$ cat src/rtl/strip_allocator.sv
// Best-fit strip allocator: scans 13 fixed-height strips one per cycle and
// places each request in the shortest strip that still has room for it.
module strip_allocator #(
    parameter int NUM_STRIPS = 13,
    parameter int FABRIC_W   = 128
) (
    input  logic       clk,
    input  logic       rst_n,
    input  logic       clear_in,
    input  logic       req_valid_in,
    output logic       req_ready_out,
    input  logic [7:0] req_w_in,
    input  logic [4:0] req_h_in,
    output logic       res_valid_out,
    input  logic       res_ready_in,
    output logic [3:0] strip_ID_out,
    output logic [7:0] occupied_width_out,
    output logic       strike_flag_out,
    output logic [1:0] o_dbg_state
);

    localparam logic [1:0] IDLE = 2'd0;
    localparam logic [1:0] SCAN = 2'd1;
    localparam logic [1:0] RESP = 2'd2;

    // Handshakes: a transfer happens on a rising edge where valid && ready;
    // valid never depends combinationally on ready, and a result is held
    // stable until it is taken.

    function automatic logic [4:0] strip_height(input logic [3:0] id);
        case (id)
            4'd1:    strip_height = 5'd8;
            4'd2:    strip_height = 5'd8;
            4'd3:    strip_height = 5'd9;
            4'd4:    strip_height = 5'd7;
            4'd5:    strip_height = 5'd10;
            4'd6:    strip_height = 5'd6;
            4'd7:    strip_height = 5'd11;
            4'd8:    strip_height = 5'd5;
            4'd9:    strip_height = 5'd12;
            4'd10:   strip_height = 5'd4;
            4'd11:   strip_height = 5'd16;
            4'd12:   strip_height = 5'd16;
            4'd13:   strip_height = 5'd16;
            default: strip_height = 5'd0;
        endcase
    endfunction

    logic [1:0] r_state;
    logic [3:0] r_idx;
    logic [7:0] r_w;
    logic [4:0] r_h;
    logic       r_legal;
    logic       r_best_found;
    logic [3:0] r_best_id;
    logic [4:0] r_best_h;
    logic [7:0] r_best_occ;
    logic [7:0] r_occ [1:NUM_STRIPS];
    logic       r_res_valid;
    logic [3:0] r_strip_id;
    logic [7:0] r_occ_w;
    logic       r_strike;

    logic [7:0] w_cur_occ;
    logic [4:0] w_cur_h;
    logic [8:0] w_sum;
    logic       w_fit;
    logic       w_better;
    logic       w_req_legal;

    always_comb begin
        w_cur_occ = 8'd0;
        for (int k = 1; k <= NUM_STRIPS; k++) begin
            if (r_idx == 4'(k)) w_cur_occ = r_occ[k];
        end
    end

    // Strips are scanned in ascending ID, so a strict "<" keeps the lowest ID on a height tie.
    assign w_cur_h     = strip_height(r_idx);
    assign w_sum       = {1'b0, w_cur_occ} + {1'b0, r_w};
    assign w_fit       = r_legal && (w_cur_h >= r_h) && (w_sum <= 9'(FABRIC_W));
    assign w_better    = w_fit && (!r_best_found || (w_cur_h < r_best_h));
    assign w_req_legal = (req_w_in != 8'd0) && (req_w_in <= 8'(FABRIC_W)) &&
                         (req_h_in != 5'd0) && (req_h_in <= 5'd16);

    always_ff @(posedge clk or negedge rst_n) begin
        if (!rst_n) begin
            r_state      <= IDLE;
            r_idx        <= 4'd0;
            r_w          <= 8'd0;
            r_h          <= 5'd0;
            r_legal      <= 1'b0;
            r_best_found <= 1'b0;
            r_best_id    <= 4'd0;
            r_best_h     <= 5'd0;
            r_best_occ   <= 8'd0;
            r_res_valid  <= 1'b0;
            r_strip_id   <= 4'd0;
            r_occ_w      <= 8'd0;
            r_strike     <= 1'b0;
            for (int k = 1; k <= NUM_STRIPS; k++) r_occ[k] <= 8'd0;
        end else if (clear_in) begin
            r_state      <= IDLE;
            r_idx        <= 4'd0;
            r_best_found <= 1'b0;
            r_res_valid  <= 1'b0;
            r_strip_id   <= 4'd0;
            r_occ_w      <= 8'd0;
            r_strike     <= 1'b0;
            for (int k = 1; k <= NUM_STRIPS; k++) r_occ[k] <= 8'd0;
        end else begin
            case (r_state)
                IDLE: begin
                    if (req_valid_in) begin
                        r_w          <= req_w_in;
                        r_h          <= req_h_in;
                        r_legal      <= w_req_legal;
                        r_best_found <= 1'b0;
                        r_best_id    <= 4'd0;
                        r_best_h     <= 5'd0;
                        r_best_occ   <= 8'd0;
                        r_idx        <= 4'd1;
                        r_state      <= SCAN;
                    end
                end
                SCAN: begin
                    if (w_better) begin
                        r_best_found <= 1'b1;
                        r_best_id    <= r_idx;
                        r_best_h     <= w_cur_h;
                        r_best_occ   <= w_cur_occ;
                    end
                    if (r_idx == 4'(NUM_STRIPS)) begin
                        r_state <= RESP;
                    end else begin
                        r_idx <= r_idx + 4'd1;
                    end
                end
                RESP: begin
                    // First RESP cycle publishes the result and commits the occupancy.
                    if (!r_res_valid) begin
                        r_res_valid <= 1'b1;
                        if (r_best_found) begin
                            r_strip_id <= r_best_id;
                            r_occ_w    <= r_best_occ;
                            r_strike   <= 1'b0;
                            for (int k = 1; k <= NUM_STRIPS; k++) begin
                                if (r_best_id == 4'(k)) r_occ[k] <= r_best_occ + r_w;
                            end
                        end else begin
                            r_strip_id <= 4'd0;
                            r_occ_w    <= 8'd0;
                            r_strike   <= 1'b1;
                        end
                    end else if (res_ready_in) begin
                        r_res_valid <= 1'b0;
                        r_state     <= IDLE;
                    end
                end
                default: r_state <= IDLE;
            endcase
        end
    end

    assign req_ready_out      = (r_state == IDLE);
    assign res_valid_out      = r_res_valid;
    assign strip_ID_out       = r_strip_id;
    assign occupied_width_out = r_occ_w;
    assign strike_flag_out    = r_strike;
    assign o_dbg_state        = r_state;

endmodule

$ cat config.mk
export PLATFORM = sky130hd
export DESIGN_NAME = strip_allocator
export DESIGN_NICKNAME = d
export VERILOG_FILES = /design/src/rtl/strip_allocator.sv
export SDC_FILE = /design/constraint.sdc
export NUM_CORES = 1
export LEC_CHECK = 0
export BUFFER_PORTS_ARGS = -buffer_cell sky130_fd_sc_hd__buf_2
export CAP_MARGIN = 20
export CORE_MARGIN = 4
export CORE_UTILIZATION = 50
export CTS_BUF_LIST = sky130_fd_sc_hd__clkbuf_4
export CTS_CLUSTER_DIAMETER = 80
export DETAILED_ROUTE_END_ITERATION = 8
export PLACE_DENSITY = 0.67
export SETUP_SLACK_MARGIN = 0.15
export SLEW_MARGIN = 0
export SYNTH_ARGS = -nofsm -noshare
export SYNTH_HDL_FRONTEND = slang
export SYNTH_SLANG_ARGS = --single-unit
$ cat constraint.sdc
create_clock -name clk -period 5.8 [get_ports clk]
set_clock_uncertainty 0.1 [all_clocks]
set_input_delay 0.29 -clock clk [delete_from_list [all_inputs] [get_ports clk]]
set_output_delay 0.29 -clock clk [all_outputs]
set_load 0.01 [all_outputs]
Word-level counts from Yosys, hierarchy flattened
Memories as Yosys holds them, arrays and structs flattened.
Cells that the tools add are included.
{"block": "word_totals", "romBits": 80, "ff_bits": 156, "memories": 1, "elab_cells": 189, "output_inout_bits": 17}
{"memory": "(no name shown)", "depth": 16, "word_bits": 5, "read_ports": 1, "rd_ports_with_merged_regs": 0, "write_ports": 0, "line": "31", "rtl": "case (id)"}
{"block": "classes", "add_sub_neg": 3, "n_eq_ne": 37, "bitwise": 1, "n_mux": 69, "reduce_logical": 47, "n_lt_le_gt_ge": 5}
{"cell": "2-to-1 mux 104 bit", "n": 4}
{"cell": "2-to-1 mux 8 bit", "n": 32}
{"cell": "AND reduction 4 bit", "n": 15}
{"cell": "== test 4 bit, second input constant", "n": 12}
{"cell": "2-to-1 mux 4 bit", "n": 9}
{"cell": "== test 4 x 3 -> 1 bit, second input constant", "n": 8}
{"cell": "nonzero test 2 bit", "n": 16}
{"cell": "inequality test 3 bit, second input constant", "n": 6}
{"cell": "== test 4 x 2 -> 1 bit, second input constant", "n": 4}
{"cell": "one-hot mux 4 bit (2 select lines)", "n": 2}
{"cell": "one-hot mux 8 bit (2 select lines)", "n": 1}
{"cell": "2-to-1 mux 1 bit", "n": 11}
{"cell": "2-to-1 mux 2 bit", "n": 5}
{"cell": "2-to-1 mux 5 bit", "n": 2}
{"cell": "one-hot mux 5 bit (2 select lines)", "n": 1}
{"cell": "adder 8 x 8 -> 9 bit", "n": 1}
{"cell": "less-or-equal comparator 9 x 8 -> 1 bit, second input constant", "n": 1}
{"cell": "AND reduction 3 bit", "n": 3}
{"cell": "adder 8 bit", "n": 1}
{"cell": "== test 4 x 1 -> 1 bit, second input constant", "n": 2}
{"cell": "less-or-equal comparator 8 bit, second input constant", "n": 1}
{"cell": "nonzero test 8 bit", "n": 1}
{"cell": "logical AND 1 bit", "n": 6}
{"cell": "inequality test 2 bit, second input constant", "n": 3}
{"cell": "other kinds (15)", "n": 15}

Longest topological paths before layout
Gate-level depths: netlist of run 1.
{"block": "depth", "ltp_word": 21, "mapped_depth": 20, "depth_no_buf": 17}

Least setup slack after synthesis of run 1
Ideal clock, no wire load.
{"block": "synth_timing", "path_kind": "register -> register", "start": "reg r_idx[0]", "end": "reg r_best_h[4]", "path_stages_with_launch": 21, "arrival_time_ps": 4239, "setup_ps": 125, "path_slack_ps": 1336, "cell_sequence": "dfrtp_1 inv_1 ha_1 clkbuf_1 clkbuf_1 a221oi_1 o22ai_1 a221oi_1 nand2_1 o211ai_1 inv_1 ha_1 a21o_1 and4_4 or4_4 a211oi_2 nand4bb_1 a311o_1 buf_6 buf_12 mux2_4"}
{"block": "synth_between", "elab_chain_len": 20}
{"element": "start, declared", "line": "50", "rtl": "logic [3:0] r_idx;"}
{"element": "start signal, assigned", "line": "136", "rtl": "r_idx <= r_idx + 4'd1;"}
{"element": "== test 4 x 1 -> 1 bit", "line": "74", "rtl": "if (r_idx == 4'(k)) w_cur_occ = r_occ[k];"}
{"element": "2-to-1 mux 8 bit (13 in a row)", "line": "74"}
{"element": "adder 8 x 8 -> 9 bit", "line": "80", "rtl": "assign w_sum = {1'b0, w_cur_occ} + {1'b0, r_w};"}
{"element": "less-or-equal comparator 9 x 8 -> 1 bit", "line": "81", "rtl": "assign w_fit = r_legal && (w_cur_h >= r_h) && (w_sum <= 9'(FABRIC_W));"}
{"element": "logical AND 1 bit", "line": "81"}
{"element": "logical AND 1 bit", "line": "82", "rtl": "assign w_better = w_fit && (!r_best_found || (w_cur_h < r_best_h));"}
{"element": "inequality test 2 bit (no source line)"}
{"element": "AND reduction 4 bit (no source line)"}
{"element": "end signal, assigned", "line": "130", "rtl": "r_best_h <= w_cur_h;"}
{"element": "end, declared", "line": "56", "rtl": "logic [4:0] r_best_h;"}
Several ways; a longest one is shown, not always the timed one. The select of a mux whose other input is x is not followed.
A chain may end at the register's enable or synchronous reset.

Worst setup path after layout of run 1
{"block": "layout_timing", "start": "reg r_idx[0]", "end": "reg r_best_occ[0]"}
{"block": "layout_between", "elab_chain_len": 20}
{"element": "== test 4 x 1 -> 1 bit", "line": "74"}
{"element": "2-to-1 mux 8 bit (13 in a row)", "line": "74"}
{"element": "adder 8 x 8 -> 9 bit", "line": "80"}
{"element": "less-or-equal comparator 9 x 8 -> 1 bit", "line": "81"}
{"element": "logical AND 1 bit", "line": "81"}
{"element": "logical AND 1 bit", "line": "82"}
{"element": "inequality test 2 bit (no source line)"}
{"element": "AND reduction 4 bit (no source line)"}
{"element": "end signal, assigned", "line": "131", "rtl": "r_best_occ <= w_cur_occ;"}
{"element": "end, declared", "line": "57", "rtl": "logic [7:0] r_best_occ;"}
Several ways; a longest one is shown, not always the timed one. The select of a mux whose other input is x is not followed.

==> results.sh, run 1 <==
export IMPL_layout_common_cells="180 x nand2_1, 156 x dfrtp_1, 113 x o21ai_0"
export IMPL_grt_usage_pct=24.7
export IMPL_nets=935
export IMPL_antenna_found_initial=0
export IMPL_finalCritPeriodShare_pct=92.2
export IMPL_firstDrtPassIters=5
export IMPL_timing_critical_path_arrival_ns=5.70
export IMPL_synth_edff_count=0
export IMPL_rsz0062_at_grt="false"
export IMPL_syn_inst=842
export IMPL_cp_start_kind="flop"
export IMPL_power_uw=2260
export IMPL_r2r_slack_ns=0.45
export IMPL_diodes=0
export IMPL_drive_gt1_share_pct=12.1
export IMPL_worstPathRequired_ns=6.15
export IMPL_wl_per_cell_um=19.1
export IMPL_ios=35
export IMPL_crit_type="flop to flop"
export IMPL_finish_instance_area_sq_um=8710
export IMPL_setup_viol=0
export IMPL_max_freq_mhz=187
export IMPL_cts_tree="built"
export IMPL_synth_seq_area_share_pct=49.6
export IMPL_drv_cap=0
export IMPL_pre_cts_ws_ns=0.393
export IMPL_die_h_um=133
export IMPL_port_buffers=34
export IMPL_synth_cell_type_count=56
export IMPL_worstHoldPathType="input port to flop"
export IMPL_path_clk_slew_ns=0.13
export IMPL_status="finished clean"
export IMPL_end_kind="flop"
export IMPL_insertion_delay_ns=0.57
export IMPL_async_reset_ff_share_pct=100
export IMPL_ant_nets=0
export IMPL_drcViolationCount=0
export IMPL_cp_max_fo=17
export IMPL_cts_setup_buffers=0
export IMPL_final_max_slew_violation_count=0
export IMPL_gr_total_overflow=0
export IMPL_htreeDepth=4
export IMPL_dpl_instance_area_sq_um=8230
export IMPL_cts_path_max_buffers=2
export IMPL_netlist_area_sq_um=7870
export IMPL_timing_final_ws_setup_ns=0.451
export IMPL_via_per_inst=5.84
export IMPL_synth_warnings=0
export IMPL_synth_seq_cells=156
export IMPL_core_sq_um=15300
export IMPL_maxSlewHeadroom_pct=31.6
export IMPL_cts_root_buffer="clkbuf_4"
export IMPL_rows=45
export IMPL_clock_sinks=156
export IMPL_hold_viol=0
export IMPL_power_density_nw_per_um2=260
export IMPL_peakVddDrop_mv=0.190
export IMPL_dieArea_sq_um=17800
export IMPL_wirelength_mm=21.2
export IMPL_num_fill_cells=1408
export IMPL_synth_fp_nets=891
export IMPL_drt_iter0_drc=570
export IMPL_finalCriticalPeriod_ns=5.35
export IMPL_grt_max_degree=106
export IMPL_synth_ff_type="dfrtp_1"
export IMPL_leakage_uw=0.00401
export IMPL_cts_buffers=17
export IMPL_layout_commonest_cell="nand2_1"
export IMPL_num_vias=6484
export IMPL_start_util_pct=51.4
export IMPL_die_w_um=133
export IMPL_grt_pass1_vias=6559
export IMPL_setup_tns_final_ns=0
export IMPL_syn_avg_cell_area_sq_um=9.35
export IMPL_tightest_slew_ns=1.03
export IMPL_place_hpwl_mm=14.8
export IMPL_grt_pass1_wl_mm=34.5
export IMPL_gp_congestion=0.951
export IMPL_syn_to_final_growth_pct=10.7
critical path: stages (launching register included):
cell,delay [ns]
dfrtp_1,0.46
inv_1,0.15
ha_1,0.53
and2_1,0.28
nor4b_1,0.39
buf_4,0.22
a221oi_1,0.08
a21oi_1,0.30
ha_1,0.23
inv_1,0.06
fa_1,0.39
xor2_1,0.21
nand4b_1,0.14
mux2_2,0.30
a211oi_2,0.22
nand4bb_1,0.18
a311o_2,0.62
mux2_4,0.36
flip-flops by register name, summed over array words and instances, names as in the netlist:
register and flops:
r_occ 104, occupied_width_out 8, r_best_occ 8, r_w 8
r_best_h 5, r_h 5, r_best_id 4, r_idx 4
strip_ID_out 4, o_dbg_state 2, r_best_found 1, r_legal 1
res_valid_out 1, strike_flag_out 1
cells in the mapped netlist, types with 3 or more instances:
| cell type | count | area (sq um) |
|---|---|---|
| mux2_4 | 3 | 45.0 |
| o21a_1 | 4 | 30.0 |
| nand2_1 | 180 | 676 |
| a21o_1 | 5 | 37.5 |
| inv_1 | 23 | 86.3 |
| nor2_1 | 33 | 124 |
| mux2_2 | 9 | 101 |
| nor4_1 | 3 | 18.8 |
| mux2i_1 | 9 | 90.1 |
| o31ai_1 | 17 | 128 |
| xor2_1 | 5 | 43.8 |
| nor3_1 | 11 | 55.1 |
| dfrtp_1 | 156 | 3900 |
| o21bai_1 | 3 | 22.5 |
| nand2b_1 | 12 | 75.1 |
| a22oi_1 | 24 | 180 |
| o2bb2ai_1 | 5 | 43.8 |
| a31oi_1 | 8 | 50.1 |
| o21ai_0 | 113 | 566 |
| and2_1 | 9 | 56.3 |
| a221oi_1 | 14 | 123 |
| a22o_1 | 12 | 105 |
| a21oi_1 | 36 | 180 |
| a2111oi_0 | 3 | 26.3 |
| ha_1 | 29 | 363 |
| clkbuf_1 | 47 | 176 |
| nor2b_1 | 13 | 81.3 |
| o22ai_1 | 12 | 75.1 |
| xnor2_1 | 7 | 61.3 |
per-layer routing:
| layer | vias to the layer above | global-route usage, % | share of wire [%] |
|---|---|---|---|
| li1 | 3067 | - | - |
| met1 | 3148 | 31.7 | 43 |
| met2 | 225 | 41.8 | 49 |
| met3 | 44 | 4.57 | 5.1 |
| met4 | 0 | 9.54 | 2.6 |
| met5 | - | 0 | 0 |
final timing paths:
kind	from	to	cells past startpoint
max in group asynchronous	rst_n	r_best_occ[0]$_DFFE_PN0P_	3
min in group asynchronous	rst_n	r_legal$_DFFE_PN0P_	2
worst min-delay path	clear_in	o_dbg_state[0]$_DFFE_PN0P_	2
worst min register to register	r_occ[31]$_DFFE_PN0P_	r_occ[31]$_DFFE_PN0P_	2
worst max-delay path	r_idx[0]$_DFFE_PN0P_	r_best_occ[0]$_DFFE_PN0P_	17
worst max register to register	r_idx[0]$_DFFE_PN0P_	r_best_occ[0]$_DFFE_PN0P_	17
repair_timing:
item / 4_1_cts / 5_1_grt
gates resized for setup: 0 / 1
setup endpoints to repair: 0 / 12
hold buffers: 16 / 0
endpoints found under the hold margin: 123 / 0
metrics by stage:
step,hold slack [ns],util (%),cells
4_1_cts,0.202,56.5,1102
3_5_place_dp,0.371,53.7,1054
6_report,0.244,56.9,1110
2_1_floorplan,-0.106,-,842
5_1_grt,0.226,56.9,1110
3_3_place_gp,0.360,53.7,1053
power breakdown:
group | switching, uW | total, uW | internal [uW]
sequential | 68.6 | 1260 | 1190
combinational | 240 | 374 | 134
clock | 406 | 630 | 224
total | 714 | 2260 | 1550
cell type report:
cell class,instances,area [sq um],share of cell area [%]
clock buffer,19,143,1.64
clock inverter,13,118,1.35
inverter,24,90.1,1.03
multi-input combinational,611,3660,42.0
sequential,156,3900,44.8
tap,211,264,3.03
timing repair buffer,76,532,6.10
cells by family after synthesis:
group / after synthesis / share of synthesized area (%)
fa+ha+maj: 31 / 5.12
mux: 21 / 3.00
compound gates: 273 / 21.9
buf+inv: 75 / 3.88
flops: 156 / 49.6
xor+xnor: 12 / 1.34
simple gates: 274 / 15.2
Power figures use the tool's default switching activity.
==> run 2, diff against run 1 <==
- clock period: 5.8 -> 5.85 ns (I/O delays scaled with it)
==> results.sh, run 2 (synthesized netlist as in run 1, its figures left out) <==
export IMPL_nets=935
export IMPL_die_h_um=133
export IMPL_syn_to_final_growth_pct=11.7
export IMPL_end_kind="flop"
export IMPL_worstHoldPathType="input port to asynchronous set/reset pin"
export IMPL_num_vias=6580
export IMPL_pre_cts_ws_ns=0.633
export IMPL_status="finished clean"
export IMPL_rows=45
export IMPL_timing_final_ws_setup_ns=0.437
export IMPL_crit_type="flop to flop"
export IMPL_drcViolationCount=0
export IMPL_layout_common_cells="180 x nand2_1, 156 x dfrtp_1, 113 x o21ai_0"
export IMPL_cts_buffers=17
export IMPL_die_w_um=133
export IMPL_power_uw=2400
export IMPL_worstPathRequired_ns=6.24
export IMPL_place_inst=1053
export IMPL_cp_max_fo=17
export IMPL_instances_no_fill=1111
export IMPL_peakVddDrop_mv=0.190
export IMPL_grt_pass1_wl_mm=35.4
export IMPL_final_max_slew_violation_count=0
export IMPL_cts_setup_buffers=0
export IMPL_cts_path_max_buffers=2
export IMPL_ant_nets=0
export IMPL_antenna_found_initial=1
export IMPL_maxSlewHeadroom_pct=29.5
export IMPL_via_per_inst=5.92
export IMPL_leakage_uw=0.00405
export IMPL_core_sq_um=15300
export IMPL_insertion_delay_ns=0.60
export IMPL_rsz0062_at_grt="false"
export IMPL_finalCritPeriodShare_pct=92.5
export IMPL_top_register="r_occ"
export IMPL_tightest_slew_ns=1.06
export IMPL_cp_cell_sequence="ha_1, inv_1, nor3_1, a22oi_1, a21oi_1, ha_1, inv_1, fa_1, xor2_1, nand4b_1, mux2_2, a211oi_2, nand4bb_1, a311o_1, mux2_4"
export IMPL_cts_root_buffer="clkbuf_4"
export IMPL_start_util_pct=51.4
export IMPL_cp_start_kind="flop"
export IMPL_largest_reg_flops=104
export IMPL_wirelength_mm=21.9
export IMPL_max_stage_delay_ns=0.69
export IMPL_power_density_nw_per_um2=273
export IMPL_hold_buffers=16
export IMPL_clock_sinks=156
export IMPL_setup_tns_final_ns=0
export IMPL_cts_tree="built"
export IMPL_slowest_stage="a311o_1"
export IMPL_firstDrtPassIters=5
export IMPL_drive_gt1_share_pct=12.0
export IMPL_gp_congestion=0.974
export IMPL_whs_ns=0.189
export IMPL_hold_viol=0
export IMPL_cts_resized=0
export IMPL_htreeDepth=4
export IMPL_drt_iter0_drc=601
export IMPL_timing_critical_path_arrival_ns=5.80
export IMPL_grt_pass1_vias=6537
export IMPL_dieArea_sq_um=17800
export IMPL_path_clk_slew_ns=0.14
export IMPL_finalCriticalPeriod_ns=5.41
export IMPL_grt_max_degree=86
export IMPL_gr_total_overflow=0
export IMPL_ios=35
export IMPL_layout_commonest_cell="nand2_1"
export IMPL_setup_viol=0
export IMPL_place_hpwl_mm=15.0
export IMPL_wl_per_cell_um=19.7
export IMPL_max_freq_mhz=185
export IMPL_grt_usage_pct=25.4
export IMPL_port_buffers=34
export IMPL_drv_cap=0
==> run 2: power by group <==
group | internal, uW | switching, uW
sequential | 1180 | 71.6
clock | 348 | 423
combinational | 133 | 241
==> run 2: metal layers <==
metal / vias to the layer above / global-route usage [%] / routed length, um
met4: 0 / 9.60 / 584
met5: - / 0 / 0
met2: 235 / 41.3 / 10500
met3: 46 / 5.14 / 1300
met1: 3224 / 34.0 / 9560
li1: 3075 / - / -
==> run 2: worst paths after layout <==
check	startpoint	to	slack [ns]	cells past startpoint
worst min register to register	r_occ[19]$_DFFE_PN0P_	r_occ[19]$_DFFE_PN0P_	0.40	2
worst min-delay path	rst_n	r_h[3]$_DFFE_PN0P_	0.19	2
min in group clk	clear_in	res_valid_out$_DFFE_PN0N_	0.22	2
max in group asynchronous	rst_n	r_occ[11]$_DFFE_PN0P_	4.03	3
worst max-delay path	r_idx[0]$_DFFE_PN0P_	r_best_h[4]$_DFFE_PN0P_	0.44	15
worst max register to register	r_idx[0]$_DFFE_PN0P_	r_best_h[4]$_DFFE_PN0P_	0.44	15
==> run 2: per-stage QoR <==
| step | area (sq um) | util [%] |
|---|---|---|
| 5_1_grt | 8790 | 57.4 |
| 4_1_cts | 8720 | 57.0 |
| 3_3_place_gp | 8210 | 53.6 |
| 2_1_floorplan | 7870 | - |
| 6_report | 8790 | 57.4 |
| 3_5_place_dp | 8220 | 53.7 |
==> run 2: cell type report <==
type                       instances  area (sq um)
sequential                       156          3900
inverter                          24          90.1
antenna                            1          2.50
tap                              211           264
multi-input combinational        611          3660
clock inverter                    15           213
clock buffer                      17           128
fill                            1371          6520
timing repair buffer              76           532
==> run 2: worst max-delay path: cells and delay by family, from the launching register on <==
kind            cells  cell delay [ns]
xor+xnor            1             0.23
compound gates      4             1.40
simple gates        3             0.88
fa+ha+maj           3             1.19
buf+inv             2             0.33
flops               1             0.46
mux                 2             0.72
